==> src/rtl/kdsp_channel_pipe.sv <==
// Two-stage streaming per-channel arithmetic (ADD/SUB/MUL/PASS) with programmable coefficients.
// Build option: define KDSP_SAT_EN to clamp overflow/underflow and report it on out_sat.
module kdsp_channel_pipe #(
    parameter  int unsigned DATA_W   = 8,
    parameter  int unsigned COEF_W   = 8,
    parameter  int unsigned NUM_CH   = 3,
    parameter  int unsigned FRAC_W   = 4,
    parameter  int unsigned COEF_RST = 16,
    localparam int unsigned CH_W     = (NUM_CH > 1) ? $clog2(NUM_CH) : 1
) (
    input  logic              clk,
    input  logic              reset,
    input  logic              in_valid,
    output logic              in_ready,
    input  logic [DATA_W-1:0] in_data,
    input  logic              in_sof,
    input  logic              cfg_we,
    input  logic [CH_W-1:0]   cfg_ch,
    input  logic [COEF_W-1:0] cfg_coef,
    input  logic              mode_we,
    input  logic [1:0]        mode_in,
    output logic              out_valid,
    input  logic              out_ready,
    output logic [DATA_W-1:0] out_data,
    output logic [CH_W-1:0]   out_ch,
    output logic              out_last,
    output logic              out_sat
);

    localparam int unsigned IW = DATA_W + COEF_W + 1;

    typedef enum logic [1:0] {
        MODE_ADD  = 2'd0,
        MODE_SUB  = 2'd1,
        MODE_MUL  = 2'd2,
        MODE_PASS = 2'd3
    } mode_t;

    logic              en;
    logic              accept;
    logic [CH_W-1:0]   cnt_q;
    logic [CH_W-1:0]   ch_c;
    logic [COEF_W-1:0] coef_q [NUM_CH];
    mode_t             mode_q;

    logic              s1_valid;
    logic [DATA_W-1:0] s1_data;
    logic [COEF_W-1:0] s1_coef;
    mode_t             s1_mode;
    logic [CH_W-1:0]   s1_ch;

    logic [IW-1:0]     res_c;
    logic [DATA_W-1:0] data_c;
`ifdef KDSP_SAT_EN
    logic              sat_c;
`endif

    // Whole pipe advances together; stalls only when a result is waiting downstream
    assign en       = !out_valid || out_ready;
    assign in_ready = en;
    assign accept   = in_valid && en;
    assign ch_c     = in_sof ? '0 : cnt_q;

    // Coefficient and mode registers; an accepted sample reads the pre-write value
    always_ff @(posedge clk) begin
        if (reset) begin
            for (int i = 0; i < int'(NUM_CH); i++) begin
                coef_q[i] <= COEF_W'(COEF_RST);
            end
            mode_q <= MODE_PASS;
        end else begin
            if (cfg_we && (32'(cfg_ch) < NUM_CH)) begin
                coef_q[cfg_ch] <= cfg_coef;
            end
            if (mode_we) begin
                mode_q <= mode_t'(mode_in);
            end
        end
    end

    // Channel counter and stage 1 capture
    always_ff @(posedge clk) begin
        if (reset) begin
            cnt_q    <= '0;
            s1_valid <= 1'b0;
            s1_data  <= '0;
            s1_coef  <= '0;
            s1_mode  <= MODE_PASS;
            s1_ch    <= '0;
        end else begin
            if (accept) begin
                cnt_q <= (ch_c == CH_W'(NUM_CH - 1)) ? '0 : ch_c + CH_W'(1);
            end
            if (en) begin
                s1_valid <= in_valid;
                s1_data  <= in_data;
                s1_coef  <= coef_q[ch_c];
                s1_mode  <= mode_q;
                s1_ch    <= ch_c;
            end
        end
    end

    // Stage 2 arithmetic at full internal width
    always_comb begin
        res_c = '0;
        case (s1_mode)
            MODE_ADD: res_c = IW'(s1_data) + IW'(s1_coef);
            MODE_SUB: res_c = IW'(s1_data) - IW'(s1_coef);
            MODE_MUL: res_c = (IW'(s1_data) * IW'(s1_coef)) >> FRAC_W;
            default:  res_c = IW'(s1_data);
        endcase
        data_c = DATA_W'(res_c);
`ifdef KDSP_SAT_EN
        sat_c = 1'b0;
        if ((s1_mode == MODE_SUB) && (IW'(s1_data) < IW'(s1_coef))) begin
            data_c = '0;
            sat_c  = 1'b1;
        end else if (|res_c[IW-1:DATA_W]) begin
            data_c = '1;
            sat_c  = 1'b1;
        end
`endif
    end

    // Stage 2 output registers
    always_ff @(posedge clk) begin
        if (reset) begin
            out_valid <= 1'b0;
            out_data  <= '0;
            out_ch    <= '0;
            out_last  <= 1'b0;
`ifdef KDSP_SAT_EN
            out_sat   <= 1'b0;
`endif
        end else if (en) begin
            out_valid <= s1_valid;
            if (s1_valid) begin
                out_data <= data_c;
                out_ch   <= s1_ch;
                out_last <= (s1_ch == CH_W'(NUM_CH - 1));
`ifdef KDSP_SAT_EN
                out_sat  <= sat_c;
`endif
            end
        end
    end

`ifndef KDSP_SAT_EN
    assign out_sat = 1'b0;
`endif

endmodule

==> config.mk <==
export PLATFORM = sky130hd
export DESIGN_NAME = kdsp_channel_pipe
export DESIGN_NICKNAME = d
export VERILOG_FILES = /design/src/rtl/kdsp_channel_pipe.sv
export SDC_FILE = /design/constraint.sdc
export NUM_CORES = 1
export LEC_CHECK = 0
export ABC_AREA = 1
export ABC_CLOCK_PERIOD_IN_PS = 4900
export CAP_MARGIN = 20
export CORE_MARGIN = 8
export CORE_UTILIZATION = 40
export CTS_CLUSTER_DIAMETER = 100
export DETAILED_ROUTE_END_ITERATION = 8
export GPL_TIMING_DRIVEN = 0
export PLACE_DENSITY = 0.7
export SYNTH_ARGS = -nofsm -noshare
export SYNTH_HDL_FRONTEND = slang
export SYNTH_SLANG_ARGS = --single-unit
==> constraint.sdc <==
create_clock -name clk -period 4.9 [get_ports clk]
set_input_delay 0.98 -clock clk [delete_from_list [all_inputs] [get_ports clk]]
set_output_delay 0.98 -clock clk [all_outputs]
set_load 0.02 [all_outputs]
Yosys cells after proc, flatten, opt, wreduce, memory -nomap -nowiden:

Memory sizes are Yosys's and may differ from the RTL's. A register that Yosys moved wholly into a read port is not among the register bits.
Cells that the tools add are included.

* register bits: 29
* logic and storage cells: 38
* bits in writable memories: 24
* input port bits: 27
* memories: 1

* reductions and logical operators: 7
* mux-type cells: 11
* magnitude comparators: 1
* multiply operators: 1
* equal/unequal tests: 4
* add/subtract/negate cells: 3

Memory list
* coef_q: depth 3, bits a word 8, rd ports 1, clocked after memory_dff 1, write ports 3, RTL line 43 `logic [COEF_W-1:0] coef_q [NUM_CH];`

Operators with widths (count)
* $pmux 8 s3: 1
* $mul 8x8->12: 1
* $add 8x8->8: 1
* $mux 8: 1
* $reduce_or 8->1: 1
* $sub 8x8->8: 1
* $eq 2x2->1 const B: 3
* $mux 1: 6
* $mux 2: 3
* $add 2x1->2 const B: 1
* $eq 2x1->1 const B: 1
* $logic_and 1x1->1: 2
* $logic_not 2->1: 1
* $lt 2x2->1 const B: 1
* $reduce_and 2->1: 1
* $logic_not 1->1: 1
* $logic_or 1x1->1: 1

Logic depth before layout (Yosys ltp):

Gate-level depths: netlist of the first run.

* depth after elaboration: 7
* gate-level depth with buffers: 22

Worst setup path before layout of the first run:

Ideal clock, no wire load.

* kind: register -> register
* start point: reg s1_data[2]
* end point: reg out_data[7]
* arrival: 3.855 ns
* cell stages (with the launch flop): 19
* period minus slack after synthesis: 3.963 ns
* library setup time: 0.109 ns
* setup slack: 0.937 ns
* cells stage by stage: dfxtp_1 clkbuf_1 nand2_1 inv_1 fa_1 fa_1 fa_1 inv_1 fa_1 inv_1 ha_1 a21oi_1 o21ai_0 a21oi_1 nand3_1 nand3_1 nand3_1 nand2_1 inv_1

* cells in the longest elaborated chain, start to end: 2
* elaborated cells on any way between the ends: 4
* those cells by class: 2 x add/sub; 1 x mul; 1 x mux

Ends and longest elaborated chain
* from (decl): RTL line 47 `logic [DATA_W-1:0] s1_data;`
* from (signal assigned): RTL line 96 `s1_data <= in_data;`
* $mul 8x8->12, or another cell as far along: RTL line 110 `MODE_MUL: res_c = (IW'(s1_data) * IW'(s1_coef)) >> FRAC_W;`
* $pmux 8 s3 *: RTL line 107 `case (s1_mode)`
* to (signal assigned): RTL line 139 `out_data <= data_c;`
* to (decl): RTL line 24 `output logic [DATA_W-1:0] out_data,`

Mark *: on every way between the ends. The rest lies on a longest branch, timed or not.
A chain may end at the register's enable or synchronous reset.

Worst setup path after layout of the first run:

Ends and elaborated chain as after synthesis.

==> metrics.md, run 1 <==
| Metric | Value |
|---|---|
| Worst-path maximum fanout | 10 |
| Initial DRC Count | 300 |
| CP endpoint kind | flop |
| Fmax | 218 MHz |
| Clock skew | 0.00751 ns |
| Crit Path Class | reg -> reg |
| Gr usage total | 15.2% |
| Routed WL per cell | 12.9 µm |
| Grt ovf | 0 |
| Synth Area in Compound Gates | 10.9% |
| Routability Congestion | 0.850 |
| Hold slack | 0.458 ns |
| Worst-Margin Slew | 0.596 ns |
| Critical Path RT | 5.13 ns |
| Max Slew Vio Count | 0 |
| RSZ-0062 raised after global routing | no |
| Root Driver | clkbuf_16 |
| Top-area cell type share of the netlist area | 18.4% |
| Register area share after synthesis | 32.7% |
| First-pass GRT wire length | 20300 µm |
| Max transition margin | 60.3% |
| PwrDens | 303 mW/mm² |
| Clock transition at path regs | 0.06 ns |
| P_leak | 3.23 nW |
| Status | finished, final reports clean |
| Main combinational cell family by area after synthesis | simple AND/OR/NAND/NOR gates |
| Biggest area consumer among synthesized cells | edfxtp_1 |
| DR pass1 iterations | 5 |
| Number of global-route vias before repair | 4317 |
| Layout net count | 837 |
| Adder-cell share of the synthesized area | 19.0% |
| Vias per cell | 4.72 |
| Post-synthesis mux area share | 0% |
| Routed wire length | 12000 µm |
| Crit path time final | 4.60 ns |
| Antenna Cells | 0 |
| Synthesized cell area | 0.00521 mm² |
| Die W | 130 µm |
| Synth Instances | 693 |
| Non-Filler Instances | 927 |
| Final setup fails | 0 |
| Hold Path Class | reg -> reg |
| TNS Setup | 0 ns |
| CTS Buf Count | 9 |
| DP Wirelength | 9290 µm |
| Cells after DPL | 911 |
| Async S/R FF share, synth | 0% |
| Worst path slowest cell | fa_1 |
| Syn_area_per_cell | 7.52 µm² |
| Tcrit/Tclk final | 93.8% |
| Max cap viols | 0 |
| Synth Flop Type | dfxtp_1 |
| Top area cells in the synthesized netlist | edfxtp_1, dfxtp_1, fa_1 |
| DR vias | 4375 |
| Clock Tree Buf Depth | 2 |
| Power, Total | 1.87 mW |
| Layout cells sized above 1 | 6.62% |
| Antenna violations before repair | 0 |
| H-tree depth | 3 |
| CP max stage delay | 0.54 ns |
| Drt drc | 0 |
| Worst VDD drop | 0.189 mV |
| Largest net degree at the start of global routing | 13 |
| Area delta synth->final | 18.5% |
| FILL cells | 1229 |
| Arrival time worst endpoint | 4.83 ns |
| TritonCTS clock tree | built |
| Fin. Hold Viols | 0 |
| Starting Density | 41.1% |
| # port buffers | 38 |
| Crit path cell chain | clkbuf_1 -> nand2_1 -> inv_1 -> fa_1 -> fa_1 -> fa_1 -> inv_1 -> fa_1 -> inv_1 -> ha_1 -> a21oi_1 -> o21ai_0 -> a21oi_1 -> nand3_1 -> nand3_1 -> nand3_1 -> nand2_1 -> inv_1 |
| Post-synthesis xor/xnor area fraction | 1.01% |
| Die height | 130 µm |
| CTS sink count | 69 |
| # IOs | 41 |
| Die area | 0.0169 mm² |
| Row count | 41 |
| Post-synth EDFFs | 32 |
| Startpoint Class | flop |
| Core ar. | 0.0127 mm² |
| Synth Area in Simple Gates | 21.8% |
| Seq cells post-synth | 69 |
| Synth warn | 0 |
| Clock Latency Late Sink | 0.33 ns |
| Distinct cell type count after synthesis | 40 |
| Antenna viol nets, final | 0 |
==> kinds of logic after synthesis <==
kind of cell,after synthesis
simple gates,270
buf+inv,184
compound gates,103
flops,69
fa+ha+maj,60
xor+xnor,6
other cells,1
==> what timing repair did <==
item | CTS | global route
buffers inserted | 0 | 0
endpoints found under the setup margin | 0 | 1
hold buffers | 0 | 0
gates resized for setup | 0 | 2
==> final timing paths <==
kind	from	to	cells past startpoint	slack, ns
worst max-delay path	s1_data[2]	out_data[7]	18	0.30
worst min-delay path	mode_q[1]	mode_q[1]	2	0.46
worst max register to register	s1_data[2]	out_data[7]	18	0.30
worst min register to register	mode_q[1]	mode_q[1]	2	0.46
==> where the power goes <==
group	internal, mW	switching, mW	total [mW]
Sequential	0.646	0.0182	0.664
Combinational	0.186	0.304	0.490
Clock	0.472	0.247	0.719
Total	1.30	0.570	1.87
==> critical path: cells and delay by family (launching register included) <==
family          cells  cell delay, ns
compound gates      3            0.57
fa+ha+maj           5            2.42
simple gates        5            0.53
buf+inv             5            0.65
flops               1            0.33
==> through the flow <==
step / instance area [µm²] / setup slack [ns] / util (%)
after floorplan: 5240 / 0.937 / -
after global routing: 6180 / 0.0405 / 48.7
final: 6180 / 0.302 / 48.7
after global placement: 5840 / 0.334 / 46.1
after detailed placement: 5840 / 0.303 / 46.1
after CTS: 6170 / 0.261 / 48.7
==> state kept, by name, indices dropped and copies added, names as in the netlist <==
register / count
coef_q: 32
out_last: 1
mode_q: 2
out_data: 8
s1_mode: 2
s1_valid: 1
cnt_q: 2
out_ch: 2
out_valid: 1
s1_ch: 2
s1_data: 8
s1_coef: 8
==> layout make-up <==
class | count | area [µm²] | area share [%]
tap | 172 | 215 | 3.48
buffer | 27 | 168 | 2.71
inverter | 157 | 592 | 9.58
sequential | 69 | 1700 | 27.6
timing repair buffer | 38 | 380 | 6.16
clock inverter | 3 | 46.3 | 0.750
clock buffer | 13 | 293 | 4.74
multi-input combinational | 448 | 2780 | 45.0
==> routing by layer <==
layer	routed length, µm	global-route usage [%]	share of wire, %	vias up
met4	200	5.26	1.7	0
met3	399	2.65	3.3	17
li1	-	-	-	2258
met1	5460	18.7	46	2034
met2	5930	26.3	49	66
met5	0	0	0	-
==> cells in the final DEF, fill, tap and decap left out, types with 4 or more instances in the layout <==
cell type / Yosys / routed
nand2_1: 143 / 143
o211ai_1: 4 / 4
buf_6: 4 / 4
buf_2: 4 / 4
o21ai_0: 41 / 41
clkbuf_16: 0 / 11
nand2_2: 4 / 4
a31oi_1: 11 / 11
dfxtp_1: 37 / 37
nor3_1: 4 / 4
edfxtp_1: 32 / 32
clkbuf_1: 11 / 11
fa_1: 32 / 32
nor2_1: 75 / 75
a21oi_1: 37 / 37
clkdlybuf4s50_1: 0 / 38
nand3_1: 30 / 30
inv_1: 149 / 149
clkinv_1: 4 / 4
ha_1: 28 / 28
buf_4: 8 / 8
conb_1: 1 / 9
==> cell usage after synthesis, types with 4 or more instances <==
master,number
inv_1,149
nand2_1,143
nor2_1,75
o21ai_0,41
a21oi_1,37
dfxtp_1,37
edfxtp_1,32
fa_1,32
nand3_1,30
ha_1,28
a31oi_1,11
clkbuf_1,11
buf_4,8
buf_2,4
buf_6,4
clkinv_1,4
nand2_2,4
nor3_1,4
o211ai_1,4
No activity file was read; power rests on OpenSTA's default activity.
==> run 2, diff against run 1 <==
CTS_BUF_LIST = sky130_fd_sc_hd__clkbuf_4   (was not set)
PLACE_DENSITY = 0.58   (was 0.7)
==> run 2 against run 1 <==
- critical path depth fell by 1
- hold slack improved by 0.0078 ns
- routed wire length rose by 8.5%
- largest power group is now registers
- first-iteration DRC count rose by 11%
- via count rose by 1.3%
- clock power fell by 49%
- critical path type unchanged
- combinational power rose by 1%
- sequential share of layout area rose by 0.95 points
- maximum frequency rose by 3.0%
- worst setup slack improved by 0.13 ns
- cell count fell by 0.11%
- sequential power barely moved
==> metrics.md, run 2 (same netlist as run 1, synthesis figures left out) <==
| Metric | Value |
|---|---|
| Area delta synth->final | 14.6% |
| Clock skew | 0.0231 ns (+0.0156 ns) |
| Root Driver | clkbuf_4 |
| Worst reg2reg path depth | 17 (-1) |
| Leading cell type in the layout, fill and taps excluded | inv_1 |
| Hold-critical path depth | 2 (unchanged) |
| Antenna violations before repair | 0 (unchanged) |
| CP endpoint kind | flop |
| Fin util | 47.1% (-1.6 points) |
| Die W | 130 µm (unchanged) |
| Layout cells sized above 1 | 6.76% (+0.14 points) |
| Number of global-route vias before repair | 4564 (+5.7%) |
| Layout net count | 836 (-0.12%) |
| Crit Path Class | reg -> reg |
| Startpoint Class | flop |
| Initial DRC Count | 332 (+11%) |
| Clock transition at path regs | 0.10 ns (+0.04 ns) |
| Max cap viols | 0 (unchanged) |
| Gr usage total | 16.2% (+0.97 points) |
| DP Wirelength | 10400 µm (+12%) |
| RSZ-0062 raised after global routing | no |
| DR pass1 iterations | 4 (-1) |
| Number of setup buffers added after CTS | 0 (unchanged) |
| Critical Path RT | 5.22 ns (+0.09 ns) |
| Fin. Hold Viols | 0 (unchanged) |
| Max transition margin | 61.2% (+0.92 points) |
| Drt drc | 0 (unchanged) |
| Grt ovf | 0 (unchanged) |
| Die area | 0.0169 mm² (unchanged) |
| Largest register FFs | 32 (unchanged) |
| Core ar. | 0.0127 mm² (unchanged) |
| Final setup fails | 0 (unchanged) |
| Most frequent cells in the layout | inv_1, nand2_1, nor2_1, o21ai_0, clkdlybuf4s50_1 |
| First-pass GRT wire length | 21500 µm (+6.1%) |
| Antenna Cells | 0 (unchanged) |
| FILL cells | 1294 (+5.3%) |
| Routed WL per cell | 14.1 µm (+8.6%) |
| CP max stage delay | 0.67 ns (+0.13 ns) |
| Largest net degree at the start of global routing | 12 (-1) |
| Fmax | 224 MHz (+3.0%) |
| WHS Endpoint | s1_mode[0] |
| PwrDens | 257 mW/mm² (-15%) |
| GRT busiest layer | met2 |
| Die height | 130 µm (unchanged) |
| GR Layer Usage met3 | 2.69% (+0.041 points) |
| Met1 Usage GRT | 19.6% (+0.89 points) |
| R2R Setup Slk | 0.44 ns (+0.13 ns) |
| Crit path cell chain | nand2_1 -> inv_1 -> fa_1 -> fa_1 -> fa_1 -> inv_1 -> fa_1 -> inv_1 -> ha_1 -> a21oi_1 -> o21ai_0 -> a21oi_1 -> nand3_1 -> nand3_1 -> nand3_1 -> nand2_1 -> inv_1 |
| Cts-stage hold buffer count | 0 (unchanged) |
| Worst-path maximum fanout | 12 (+2) |
| Worst VDD drop | 0.188 mV (-0.36%) |
| Routability Congestion | 0.886 (+4.2%) |
| Routed wire length | 13000 µm (+8.5%) |
| Top reg by flops | coef_q |
| Starting Density | 41.1% (unchanged) |
| P_leak | 3.15 nW (-2.5%) |
| Status | finished, final reports clean |
| Antenna viol nets, final | 0 (unchanged) |
| Arrival time worst endpoint | 4.78 ns (-0.05 ns) |
| Cells after DPL | 911 (unchanged) |
| Power, Total | 1.53 mW (-18%) |
| Worst r2r src | s1_coef[2] |
| Clock Tree Buf Depth | 2 (unchanged) |
| Hold Crit Start | mode_q[0] |
| Non-Filler Instances | 926 (-0.11%) |
| Row count | 41 (unchanged) |
| Worst-Margin Slew | 0.582 ns (-0.0138 ns) |
| TNS Setup | 0 ns (unchanged) |
| # port buffers | 38 (unchanged) |
| H-tree depth | 3 (unchanged) |
| M2 GR Usage | 28.8% (+2.4 points) |
| DR vias | 4434 (+1.3%) |
| CTS sink count | 69 (unchanged) |
| Reg-to-Reg End | out_data[7] |
| Post-CTS Resized | 0 (unchanged) |
| Tcrit/Tclk final | 91.1% (-2.7 points) |
| TritonCTS clock tree | built |
| Hold Path Class | reg -> reg |
| Vias per cell | 4.79 (+1.5%) |
| CTS Buf Count | 9 (unchanged) |
| Max Slew Vio Count | 0 (unchanged) |
| Worst path slowest cell | dfxtp_1 |
| Crit path time final | 4.46 ns (-0.134 ns) |
| # IOs | 41 (unchanged) |
| Hold slack | 0.466 ns (+0.00776 ns) |
| Clock Latency Late Sink | 0.42 ns (+0.09 ns) |
## run 2: cell types whose count changed in the layout (fill, tap and decap cells not counted)
cell and change:
clkinv_2 +1, inv_6 -1, clkbuf_2 +1, clkbuf_1 -3, clkbuf_8 -1, clkinvlp_4 -1, clkbuf_16 -11, clkinv_1 +1
clkbuf_4 +13
## run 2: worst max-delay path, delay by kind of cell, from the launching register on
family,cells,cell delay (ns)
and+or+nand+nor,5,0.54
buffers and inverters,4,0.24
AOI/OAI and AO/OA,3,0.58
adders and majority gates,5,2.36
DFF,1,0.67
## run 2: metal layers
metal	routed length, µm	vias up
li1	-	2257
met1	5850	2086
met2	6440	78
met3	580	13
met4	150	0
met5	0	-
## run 2: power breakdown
part	internal [mW]	switching, mW	leakage (nW)
Clock	0.177	0.193	0.0794
Sequential	0.645	0.0202	0.618
Combinational	0.187	0.311	2.45
## run 2: worst max-delay path by stage
stage | from | to | slack [ns] | cells past startpoint
finish | s1_coef[2] | out_data[7] | 0.44 | 17
global route | s1_coef[2] | out_data[7] | 0.13 | 17
CTS | s1_data[3] | out_data[7] | 0.23 | 18
detailed placement | s1_data[3] | out_data[7] | 0.24 | 18
global placement | s1_data[2] | out_data[7] | 0.31 | 18
floorplan | s1_data[2] | out_data[7] | 0.94 | 18
## run 2: per-stage QoR
| stage | cell area, µm² | setup slack [ns] |
|---|---|---|
| after floorplan | 5240 | 0.937 |
| after global placement | 5840 | 0.306 |
| after detailed placement | 5840 | 0.243 |
| after CTS | 5970 | 0.228 |
| after global routing | 5970 | 0.126 |
| final | 5970 | 0.437 |
## run 2: cell type report
cell class	count	area (µm²)	share of cell area, %
buffer	26	165	2.77
clock buffer	13	97.6	1.63
clock inverter	3	38.8	0.650
inverter	157	592	9.91
multi-input combinational	448	2780	46.6
sequential	69	1700	28.5
tap	172	215	3.60
timing repair buffer	38	380	6.37
